<file path="config.mk">
export PLATFORM = sky130hd
export DESIGN_NAME = pwm_duty_capture
export DESIGN_NICKNAME = d
export VERILOG_FILES = /design/src/rtl/pwm_duty_capture.sv
export SDC_FILE = /design/constraint.sdc
export NUM_CORES = 1
export LEC_CHECK = 0
export ABC_CLOCK_PERIOD_IN_PS = 3700
export CAP_MARGIN = 10
export CORE_MARGIN = 2
export CORE_UTILIZATION = 50
export DETAILED_ROUTE_END_ITERATION = 6
export PLACE_DENSITY_LB_ADDON = 0.12
export REMOVE_ABC_BUFFERS = 1
export SYNTH_ARGS = -nofsm -noshare
export SYNTH_HDL_FRONTEND = slang
export SYNTH_SLANG_ARGS = --single-unit
</file>
<file path="constraint.sdc">
create_clock -name clk -period 3.7 [get_ports clk]
set_input_delay 0.74 -clock clk [delete_from_list [all_inputs] [get_ports clk]]
set_output_delay 0.74 -clock clk [all_outputs]
set_load 0.01 [all_outputs]
</file>
<file path="src/rtl/pwm_duty_capture.sv">
// Recovers the duty word of an incoming PWM line by counting high samples per frame
// on the same tick grid as the generator; reports malformed frames and stuck-high lines.
module pwm_duty_capture #(
    parameter int WIDTH = 8,
    parameter int DVSR  = 10417
) (
    input  logic             clk,
    input  logic             rst_n,
    input  logic             ena,
    input  logic             pwm_i,
    output logic [WIDTH-1:0] duty_o,
    output logic             valid_o,
    output logic             err_o,
    output logic             locked_o
);

    localparam int FRAME = 1 << WIDTH;
    localparam int TMO   = 2 * FRAME;

    localparam logic [WIDTH+1:0] PER_FRAME  = (WIDTH+2)'(FRAME);
    localparam logic [WIDTH+1:0] PER_TMO_M1 = (WIDTH+2)'(TMO - 1);
    localparam logic [WIDTH+1:0] PER_ONE    = (WIDTH+2)'(1);
    localparam logic [WIDTH:0]   HI_ONE     = (WIDTH+1)'(1);
    localparam logic [31:0]      Q_LAST     = 32'(DVSR);

    typedef enum logic {
        SEEK,
        MEASURE
    } state_t;

    state_t           state, state_nxt;
    logic             sync_meta, s_sync;
    logic             prev, prev_nxt;
    logic [31:0]      q, q_nxt;
    logic [WIDTH+1:0] per_cnt, per_nxt;
    logic [WIDTH:0]   hi_cnt, hi_nxt;
    logic [WIDTH-1:0] duty_nxt;
    logic             valid_nxt, err_nxt, locked_nxt;
    logic             tick, rise;

    assign tick = ena && (q == '0);
    assign rise = s_sync & ~prev;

    always_ff @(posedge clk or negedge rst_n) begin
        if (!rst_n) begin
            sync_meta <= 1'b0;
            s_sync    <= 1'b0;
        end else begin
            sync_meta <= pwm_i;
            s_sync    <= sync_meta;
        end
    end

    always_comb begin
        q_nxt = q;
        if (!ena) begin
            q_nxt = '0;
        end else if (q == Q_LAST) begin
            q_nxt = '0;
        end else begin
            q_nxt = q + 32'd1;
        end
    end

    always_ff @(posedge clk or negedge rst_n) begin
        if (!rst_n) begin
            state    <= SEEK;
            prev     <= 1'b0;
            q        <= '0;
            per_cnt  <= '0;
            hi_cnt   <= '0;
            duty_o   <= '0;
            valid_o  <= 1'b0;
            err_o    <= 1'b0;
            locked_o <= 1'b0;
        end else begin
            state    <= state_nxt;
            prev     <= prev_nxt;
            q        <= q_nxt;
            per_cnt  <= per_nxt;
            hi_cnt   <= hi_nxt;
            duty_o   <= duty_nxt;
            valid_o  <= valid_nxt;
            err_o    <= err_nxt;
            locked_o <= locked_nxt;
        end
    end

    // Every decision is taken on a tick; a rise closes the running frame, and a line
    // that stays quiet for two frames is judged by its level (low = duty 0, high = fault).
    always_comb begin
        state_nxt  = state;
        prev_nxt   = prev;
        per_nxt    = per_cnt;
        hi_nxt     = hi_cnt;
        duty_nxt   = duty_o;
        valid_nxt  = 1'b0;
        err_nxt    = 1'b0;
        locked_nxt = locked_o;

        if (!ena) begin
            state_nxt = SEEK;
            prev_nxt  = 1'b0;
            per_nxt   = '0;
            hi_nxt    = '0;
        end else if (tick) begin
            prev_nxt = s_sync;
            if (rise) begin
                if (state == MEASURE) begin
                    if (per_cnt == PER_FRAME) begin
                        duty_nxt   = hi_cnt[WIDTH-1:0];
                        valid_nxt  = 1'b1;
                        locked_nxt = 1'b1;
                    end else begin
                        err_nxt    = 1'b1;
                        locked_nxt = 1'b0;
                    end
                end
                state_nxt = MEASURE;
                per_nxt   = PER_ONE;
                hi_nxt    = HI_ONE;
            end else if (per_cnt == PER_TMO_M1) begin
                if (s_sync) begin
                    err_nxt    = 1'b1;
                    locked_nxt = 1'b0;
                end else begin
                    duty_nxt   = '0;
                    valid_nxt  = 1'b1;
                    locked_nxt = 1'b1;
                end
                state_nxt = SEEK;
                per_nxt   = '0;
                hi_nxt    = '0;
            end else begin
                per_nxt = per_cnt + PER_ONE;
                if (state == MEASURE) begin
                    hi_nxt = hi_cnt + {{WIDTH{1'b0}}, s_sync};
                end
            end
        end
    end

endmodule
</file>
### After elaboration in Yosys (flattened, before gate mapping)

Index checks and enable logic that the tools add are counted.

| word-level totals | value |
|---|---|
| flip-flop bits (word level) | 66 |
| bits in writable memories | 0 |
| logic and storage cells | 71 |
| bits in latches | 0 |
| input port bits | 4 |
| memories | 0 |
| ROM bits | 0 |
| output and inout bits | 11 |

| cells by class | value |
|---|---|
| multipliers | 0 |
| multiplexer cells | 39 |
| magnitude comparators | 0 |
| reductions and logical operators | 7 |
| bitwise operators | 2 |
| $add $sub $neg | 3 |
| shift operators | 0 |
| div/mod/pow operators | 0 |
| equal/unequal tests | 9 |

Operators by type and width:

| cell | number |
|---|---|
| two-way mux 32 bit | 2 |
| two-way mux 9 bit | 5 |
| two-way mux 10 bit | 4 |
| two-way mux 8 bit | 5 |
| adder 32 x 1 -> 32 bit (second input constant) | 1 |
| == test 32 x 14 -> 1 bit (second input constant) | 1 |
| logical NOT 32 bit | 1 |
| two-way mux 1 bit | 23 |
| == test 10 x 9 -> 1 bit (second input constant) | 2 |
| adder 10 x 1 -> 10 bit (second input constant) | 1 |
| adder 9 x 1 -> 9 bit | 1 |
| inequality test 2 x 1 -> 1 bit (second input constant) | 3 |
| AND reduction 6 bit | 1 |
| inequality test 4 x 1 -> 1 bit (second input constant) | 1 |
| AND reduction 2 bit | 2 |
| AND reduction 4 bit | 1 |
| inequality test 3 x 1 -> 1 bit (second input constant) | 1 |
| inequality test 2 bit (second input constant) | 1 |
| nonzero test 2 bit | 1 |
| AND 1 bit | 1 |
| logical AND 1 bit | 1 |
| inverter 1 bit | 1 |

### Logic depth before layout (Yosys ltp)

Gate-level depths: netlist of run 1.

| depth | value |
|---|---|
| word-level depth | 6 |
| gate-level depth with buffers | 8 |
| depth with buffers taken out | 7 |

### Worst setup path before layout of run 1

OpenSTA, ideal clock, no wires.

| timing | value |
|---|---|
| path type | flip-flop to flip-flop |
| start point | reg q[0] |
| end point | reg duty_o[0] |
| cell stages (with the launch flop) | 9 |
| data arrival time | 1770 ps |
| required time | 3621 ps |
| setup slack | 1851 ps |
| period minus slack after synthesis | 1849 ps |
| library setup time | 79 ps |
| path buffers | 1 |
| cells stage by stage | dfrtp_1 > inv_1 > ha_1 > nor4b_2 > nand4_1 > nor2_1 > and4_1 > buf_6 > mux2i_1 |

| on the way | value |
|---|---|
| longest elaborated chain between the ends | 3 |

Ends and longest elaborated chain:

| what | line | text |
|---|---|---|
| from (decl) | 34 | `logic [31:0] q, q_nxt;` |
| from (signal assigned) | 79 | `q <= q_nxt;` |
| logical NOT 32 bit | 41 | `assign tick = ena && (q == '0);` |
| logical AND 1 bit | 41 |  |
| AND reduction 6 bit (no line) | n/a |  |
| to (signal assigned) | 82 | `duty_o <= duty_nxt;` |
| to (decl) | 11 | `output logic [WIDTH-1:0] duty_o,` |

No other way between the ends.
A chain may end at the register's enable or synchronous reset.

### Worst setup path after layout of run 1

| timing | value |
|---|---|
| start point | reg q[24] |
| end point | reg duty_o[7] |

Same word-level chain as after synthesis.

==> metrics.cfg, run 1 <==
[yosys]
synth-edff-count=0
postSynthCellCount=371
synth_mux_area_share_pct=2.28
synth_xor_area_share_pct=6.50
synth-simple-area-share_pct=26.3
synthAdderAreaFrac_pct=2.50
avgSynthCellArea_um2=9.45
post-synth-top-area-cell=dfrtp_1
synth_cell_type_count=45
async_flop_share_pct=100
yosysWarnings=0
synth_area_um2=3510
synth_top_family_by_area=simple AND/OR/NAND/NOR gates
ys_ff_latch=65
synth_top_area_share_pct=46.4
seq_area_frac_synth_pct=46.4
synth-compound-area-share_pct=10.7
synth.area.top_cells=dfrtp_1 46%, xor2_1 5.5%, nor2_1 4.6%
synth_flop_cell=dfrtp_1

[sta]
max_freq_mhz=385
final-hold-violation-count=0
relSlewSlack_pct=31.3
slew_violations=0
fin_ws_ps=1110
period_minus_slack_ps=2590
tightest_slew_ps=1030
period_share_pct=70.1
whs_ps=361
clock_skew_ps=5.03
rsz0062_at_grt=false
setup_viol=0
final.setup.tns_ps=0

[clocking]
clockBufferDepth=2
cts_max_level=3
cts_tree=yes
cts_hold_buf=0
clock-root-buffer=clkbuf_8
postCtsResizedCells=0
clock_latency_ps=340
path_clk_slew_ps=70
cts_sinks=65
post_cts_buffers=0
cts_buffers=9

[worst_setup_path]
startpoint_type=flop
slowest_delay_ps=610
arrival_ps=2860
path_buf_inv=0
cp_max_fo=8
path_class=reg -> reg
path_cells=nor4_1 -> nand4_1 -> nor2_1 -> and4_1 -> mux2i_1
cp_slowest_cell=nor4_1
crit_path_end_kind=flop
crit_family=simple AND/OR/NAND/NOR gates
cp.required_ps=3960

[power]
total_leakage_power_uw=0.00166
p_per_area_nw_per_um2=399
peakVddDrop_mv=0.179

[die]
initial_utilization_pct=51.6
dieArea_um2=7700
die_h_um=87.7
pin_count=15
die_w_um=87.7
design.core.area_um2=6790
fp-row-count=30

[placement]
place_ws_ps=1080
dp_hpwl_mm=5.02
io_buffers=14
gp_congestion=0.831

[routing]
ant_nets=0
num_vias=2700
routed_wirelength_mm=7.38
viasPerCell=5.61
wl_per_cell_um=15.4
drt_iter0_markers=93
remaining_drc_errors=0
firstDrtPassIters=4

[status]
outcome=complete, no violations

[global_route]
antenna_found_initial=0
grt_first_pass_wirelength_mm=13.1
grt-ovfl-total=0
first_global_vias=2749
grt_usage_pct=22.0
grt_max_degree=35

[layout]
layout_commonest_cell=dfrtp_1
antenna_cells=0
area_growth_pct=9.28
fin_nets=394
mostFrequentLayoutCells=65 x dfrtp_1, 43 x nor2_1, 31 x nand2_1
drive_gt1_share_pct=7.27

[hold_path]
hold_path.class=reg -> reg

[run]
drv_cap=0

==> layout make-up <==
cell class	instances	area [um2]
Tap cell	96	120
Clock inverter	1	5.00
Sequential cell	65	1630
Timing Repair Buffer	18	165
Clock buffer	12	145
Inverter	20	75.1
Multi-Input combinational cell	269	1690
Fill cell	614	2960
==> per-stage QoR <==
step | total power, uW | cells | util [%] | area (um2)
after global placement | 1040 | 468 | 54.2 | 3680
after global routing | 1620 | 481 | 56.4 | 3830
after CTS | 1560 | 481 | 56.4 | 3830
final | 1530 | 481 | 56.4 | 3830
after floorplan | 909 | 354 | - | 3400
after detailed placement | 1040 | 468 | 54.2 | 3680
==> worst paths after layout <==
kind	end	from	slack, ps	cells past startpoint
setup / recovery	duty_o[7]	q[24]	1110	5
hold / removal	s_sync	sync_meta	360	0
setup reg to reg	duty_o[7]	q[24]	1110	5
hold reg to reg	s_sync	sync_meta	360	0
max in group asynchronous	q[25]	rst_n	2340	2
min in group asynchronous	duty_o[5]	rst_n	440	1
==> flip-flops by register name, indices dropped and copies added (netlist names) <==
name and count:
sync_meta 1, valid_o 1, per_cnt 10, duty_o 8, err_o 1, s_sync 1
q 32, locked_o 1, hi_cnt 8, prev 1, state 1
==> per-layer routing <==
metal  up-vias  track usage (%)  part of all wire (%)
li1       1330                -                     -
met5         -                0                     0
met3        13             3.86                   2.4
met1      1313             28.9                    48
met2        44             35.3                    48
met4         0             10.8                   2.1
==> where the power goes <==
| group | leakage, uW | switching, uW | internal [uW] |
|---|---|---|---|
| clock | 0.0000782 | 252 | 250 |
| sequential | 0.000871 | 36.3 | 758 |
| combinational | 0.000707 | 123 | 110 |
==> synthesized netlist by cell type (all sizes together) (2+ instances only) <==
| cell type | number |
|---|---|
| nor2 | 43 |
| inv | 20 |
| a32oi | 2 |
| xnor2 | 4 |
| nand2b | 3 |
| and2 | 2 |
| or2 | 2 |
| and3 | 9 |
| clkbuf | 7 |
| and4 | 5 |
| mux2i | 8 |
| nand4b | 2 |
| a21oi | 12 |
| nor4 | 7 |
| nand2 | 31 |
| buf | 10 |
| nor2b | 4 |
| nand4 | 18 |
| or3 | 4 |
| nor4b | 2 |
| o21ai | 25 |
| nor3 | 9 |
| dfrtp | 65 |
| nor3b | 3 |
| o41ai | 2 |
| o31ai | 11 |
| nand3 | 24 |
| ha | 7 |
| a31oi | 5 |
| xor2 | 22 |
==> cells by family after synthesis <==
family,count (synthesis)
simple gates,169
fa+ha+maj,7
xor+xnor,26
flops,65
compound gates,59
mux,8
buf+inv,37
(Power assumes the default switching activity.)
==> inputs of run 2 (changes only) <==
--- a/config.mk
+++ b/config.mk
@@ -5,7 +5,7 @@
 export SDC_FILE = /design/constraint.sdc
 export NUM_CORES = 1
 export LEC_CHECK = 0
-export ABC_CLOCK_PERIOD_IN_PS = 3700
+export ABC_CLOCK_PERIOD_IN_PS = 2300
 export CAP_MARGIN = 10
 export CORE_MARGIN = 2
 export CORE_UTILIZATION = 50
==> constraint.sdc (replaced) <==
create_clock -name clk -period 2.3 [get_ports clk]
set_input_delay 0.46 -clock clk [delete_from_list [all_inputs] [get_ports clk]]
set_output_delay 0.46 -clock clk [all_outputs]
set_load 0.01 [all_outputs]
==> metrics.cfg, run 2 (same netlist as run 1, synthesis figures left out) <==
[layout]
largestRegisters=q x32, per_cnt x10
drive_gt1_share_pct=11.0
fin_nets=406
layout_commonest_cell=dfrtp_1
top_register=q
fin_util_pct=59.4
final_cell_area_um2=4030
antenna_cells=0
mostFrequentLayoutCells=65 x dfrtp_1, 43 x nor2_1, 31 x nand2_1
largest_register_ffs=32
area_growth_pct=15.1
fin_cells=496

[global_route]
antenna_found_initial=0
first_global_vias=2731
grt_max_degree=33
grt-ovfl-total=0
grt_first_pass_wirelength_mm=12.9
grt_usage_pct=21.6

[die]
pin_count=15
die_w_um=87.7
dieArea_um2=7700
fp-row-count=30
design.core.area_um2=6790
die_h_um=87.7
initial_utilization_pct=51.6

[clocking]
cts_max_level=3
cts_sinks=65
cts_buffers=9
clock-root-buffer=clkbuf_8
cts_tree=yes
clockBufferDepth=2
cts_hold_buf=0
clock_latency_ps=350
path_clk_slew_ps=70

[worst_setup_path]
cp_slowest_cell=o41ai_2
path_cells=ha_1 -> nand4_1 -> o41ai_2 -> and4_1 -> buf_4 -> mux2i_1
slowest_delay_ps=470
startpoint=per_cnt[0]
crit_path_end_kind=flop
path_class=reg -> reg
reg2reg_from=per_cnt[0]
cp_max_fo=8
startpoint_type=flop
arrival_ps=2400
cp.required_ps=2560
reg2reg_slack_ps=170

[sta]
setup_viol=0
final-hold-violation-count=0
period_share_pct=92.7
max_freq_mhz=469
slew_violations=0
clock_skew_ps=8.73
relSlewSlack_pct=60.8
tightest_slew_ps=589
fin_ws_ps=168
period_minus_slack_ps=2130

[power]
total_leakage_power_uw=0.00178
peakVddDrop_mv=0.311
p_per_area_nw_per_um2=665

[hold_path]
hold_path.class=in -> async

[placement]
place_inst=479
dp_hpwl_mm=4.90
gp_congestion=0.876
place_ws_ps=109
place_area_um2=3800
io_buffers=14

[routing]
ant_nets=0
viasPerCell=5.58
firstDrtPassIters=4
num_vias=2770
drt_iter0_markers=122
routed_wirelength_mm=7.19
wl_per_cell_um=14.5
remaining_drc_errors=0

[status]
outcome=complete, no violations

[run]
drv_cap=0

-- run 2: layout make-up --
class	instances	area, um2
Fill cell	601	2760
Multi-Input combinational cell	269	1710
Sequential cell	65	1630
Timing Repair Buffer	30	293
Clock buffer	14	173
Tap cell	96	120
Inverter	20	75.1
Clock inverter	2	35.0
-- run 2: where the power goes --
| group | total [uW] | internal [uW] | switching [uW] |
|---|---|---|---|
| Combinational | 388 | 191 | 197 |
| Sequential | 1270 | 1220 | 52.3 |
| Clock | 1030 | 589 | 436 |
| Total | 2680 | 2000 | 685 |
-- run 2: worst paths after layout --
kind / cells after the start / to
max reg2reg: 6 / duty_o[3]
max: 6 / duty_o[3]
min: 1 / duty_o[1]
min reg2reg: 0 / s_sync
max in group asynchronous: 2 / q[15]
min in group clk: 0 / s_sync
-- run 2: layer usage --
layer | wire length [um] | part of all wire, % | up-vias | global-route usage, %
li1 | - | - | 1365 | -
met1 | 3420 | 48 | 1334 | 29.4
met2 | 3370 | 47 | 54 | 33.3
met3 | 282 | 3.9 | 17 | 5.09
met4 | 123 | 1.7 | 0 | 8.81
met5 | 0 | 0 | - | 0
-- run 2: what timing repair did --
action                                  4_1_cts  5_1_grt
endpoints found under the setup margin        0       16
resized for setup                             0        2
buffers inserted                              0        1
-- run 2: stage by stage --
step	hold slack [ps]	total power [uW]	TNS (ps)
after floorplan	164	1460	0
after global placement	333	1680	0
after detailed placement	338	1680	0
after CTS	126	2720	0
after global routing	155	2820	-2.80
final	110	2680	0
-- run 2: critical path, delay by kind of cell (launching register included) --
family	cells	cell delay (ps)
simple gates	2	530
compound gates	1	470
mux	1	190
fa+ha+maj	1	230
buf+inv	1	190
flops	1	420
==> inputs of run 3 (changes only) <==
--- a/config.mk
+++ b/config.mk
@@ -9,6 +9,7 @@
 export CAP_MARGIN = 10
 export CORE_MARGIN = 2
 export CORE_UTILIZATION = 50
+export CTS_BUF_LIST = sky130_fd_sc_hd__clkbuf_8
 export DETAILED_ROUTE_END_ITERATION = 6
 export PLACE_DENSITY_LB_ADDON = 0.12
 export REMOVE_ABC_BUFFERS = 1
==> metrics.cfg, run 3 (same netlist as run 1, synthesis figures left out) <==
[routing]
num_vias=2759
drt_iter0_markers=126
routed_wirelength_mm=7.16
ant_nets=0
firstDrtPassIters=4
remaining_drc_errors=0
viasPerCell=5.56
wl_per_cell_um=14.4

[worst_setup_path]
arrival_ps=2390
cp.required_ps=2570
cp_max_fo=8
reg2reg_from=per_cnt[1]
path_class=reg -> reg
reg2reg_slack_ps=170
startpoint_type=flop
reg2regPathDepth=6
r2r_end=duty_o[3]
crit_path_end_kind=flop

[sta]
setup_viol=0
period_share_pct=92.5
relSlewSlack_pct=60.8
max_freq_mhz=470
period_minus_slack_ps=2130
clock_skew_ps=8.18
tightest_slew_ps=589
final-hold-violation-count=0
slew_violations=0
final.setup.tns_ps=0

[layout]
layout_commonest_cell=dfrtp_1
drive_gt1_share_pct=11.0
area_growth_pct=15.1
mostFrequentLayoutCells=65 x dfrtp_1, 43 x nor2_1, 31 x nand2_1
top_register=q
fin_nets=406
largestRegisters=q x32, per_cnt x10
antenna_cells=0
largest_register_ffs=32
fin_cells=496
fin_util_pct=59.4

[clocking]
clock_latency_ps=350
clock-root-buffer=clkbuf_8
cts_max_level=3
cts_tree=yes
cts_sinks=65
clockBufferDepth=2
cts_buffers=9
path_clk_slew_ps=70

[die]
die_h_um=87.7
die_w_um=87.7
design.core.area_um2=6790
fp-row-count=30
pin_count=15
dieArea_um2=7700
initial_utilization_pct=51.6

[power]
combPwrFrac_pct=14.5
switching_share_pct=25.6
peakVddDrop_mv=0.311
p_seq_share_pct=47.5
p_int_uw=1990
clkPwrFrac_pct=38.0
p_per_area_nw_per_um2=663
total_power_uw=2670
total_leakage_power_uw=0.00178
p_sw_uw=685

[global_route]
grt_max_degree=33
antenna_found_initial=0
grt_usage_pct=21.6
grt_first_pass_wirelength_mm=12.9
grt-ovfl-total=0
first_global_vias=2731

[run]
drv_cap=0

[hold_path]
hold_path.class=in -> async

[placement]
io_buffers=14
dp_hpwl_mm=4.90
gp_congestion=0.876
place_inst=479

[status]
outcome=complete, no violations

-- run 3: power by group through the flow --
stage	registers, uW	clock network (uW)	logic (uW)
floorplan	1320	0	148
global placement	1290	0	387
detailed placement	1290	0	392
CTS	1270	1040	394
global route	1280	1100	440
finish	1270	1020	388
-- run 3: repair_timing --
action,CTS,global route
hold buffers,0,0
resized for setup,0,2
buffers inserted,0,1
endpoints found under the hold margin,0,0
setup endpoints to repair,0,16
-- run 3: worst max-delay path by stage --
stage               start         to  slack, ps  cells after the start
3_5_place_dp   per_cnt[1]  duty_o[6]        110                      6
3_3_place_gp   per_cnt[1]  duty_o[0]        160                      6
6_report       per_cnt[1]  duty_o[3]        170                      6
5_1_grt        per_cnt[1]  hi_cnt[1]         -3                      7
2_1_floorplan       q[15]      q[10]         10                      4
4_1_cts        per_cnt[1]  duty_o[3]         80                      6
-- run 3: layer usage --
metal | vias up | routed length (um) | global-route usage, %
met3 | 18 | 264 | 5.09
met1 | 1329 | 3410 | 29.4
li1 | 1364 | - | -
met2 | 48 | 3370 | 33.3
met4 | 0 | 123 | 8.81
met5 | - | 0 | 0
-- run 3: metrics by stage --
step / setup slack [ps] / hold WS, ps / instance area (um2)
after global routing: -2.80 / 155 / 4030
final: 174 / 111 / 4030
after CTS: 78.3 / 126 / 4010
after floorplan: 15.0 / 164 / 3400
after detailed placement: 109 / 338 / 3800
after global placement: 158 / 333 / 3800
-- run 3: critical path, stage by stage, from the launching register on --
cell	delay [ps]
dfrtp_1	420
ha_1	240
nand4_1	290
o41ai_2	470
and4_1	240
buf_4	190
mux2i_1	190
-- run 3: cell type report --
cell class | count | area [um2]
fill | 601 | 2760
multi-input combinational | 269 | 1710
sequential | 65 | 1630
timing repair buffer | 30 | 293
clock buffer | 12 | 165
tap | 96 | 120
inverter | 20 | 75.1
clock inverter | 4 | 42.5
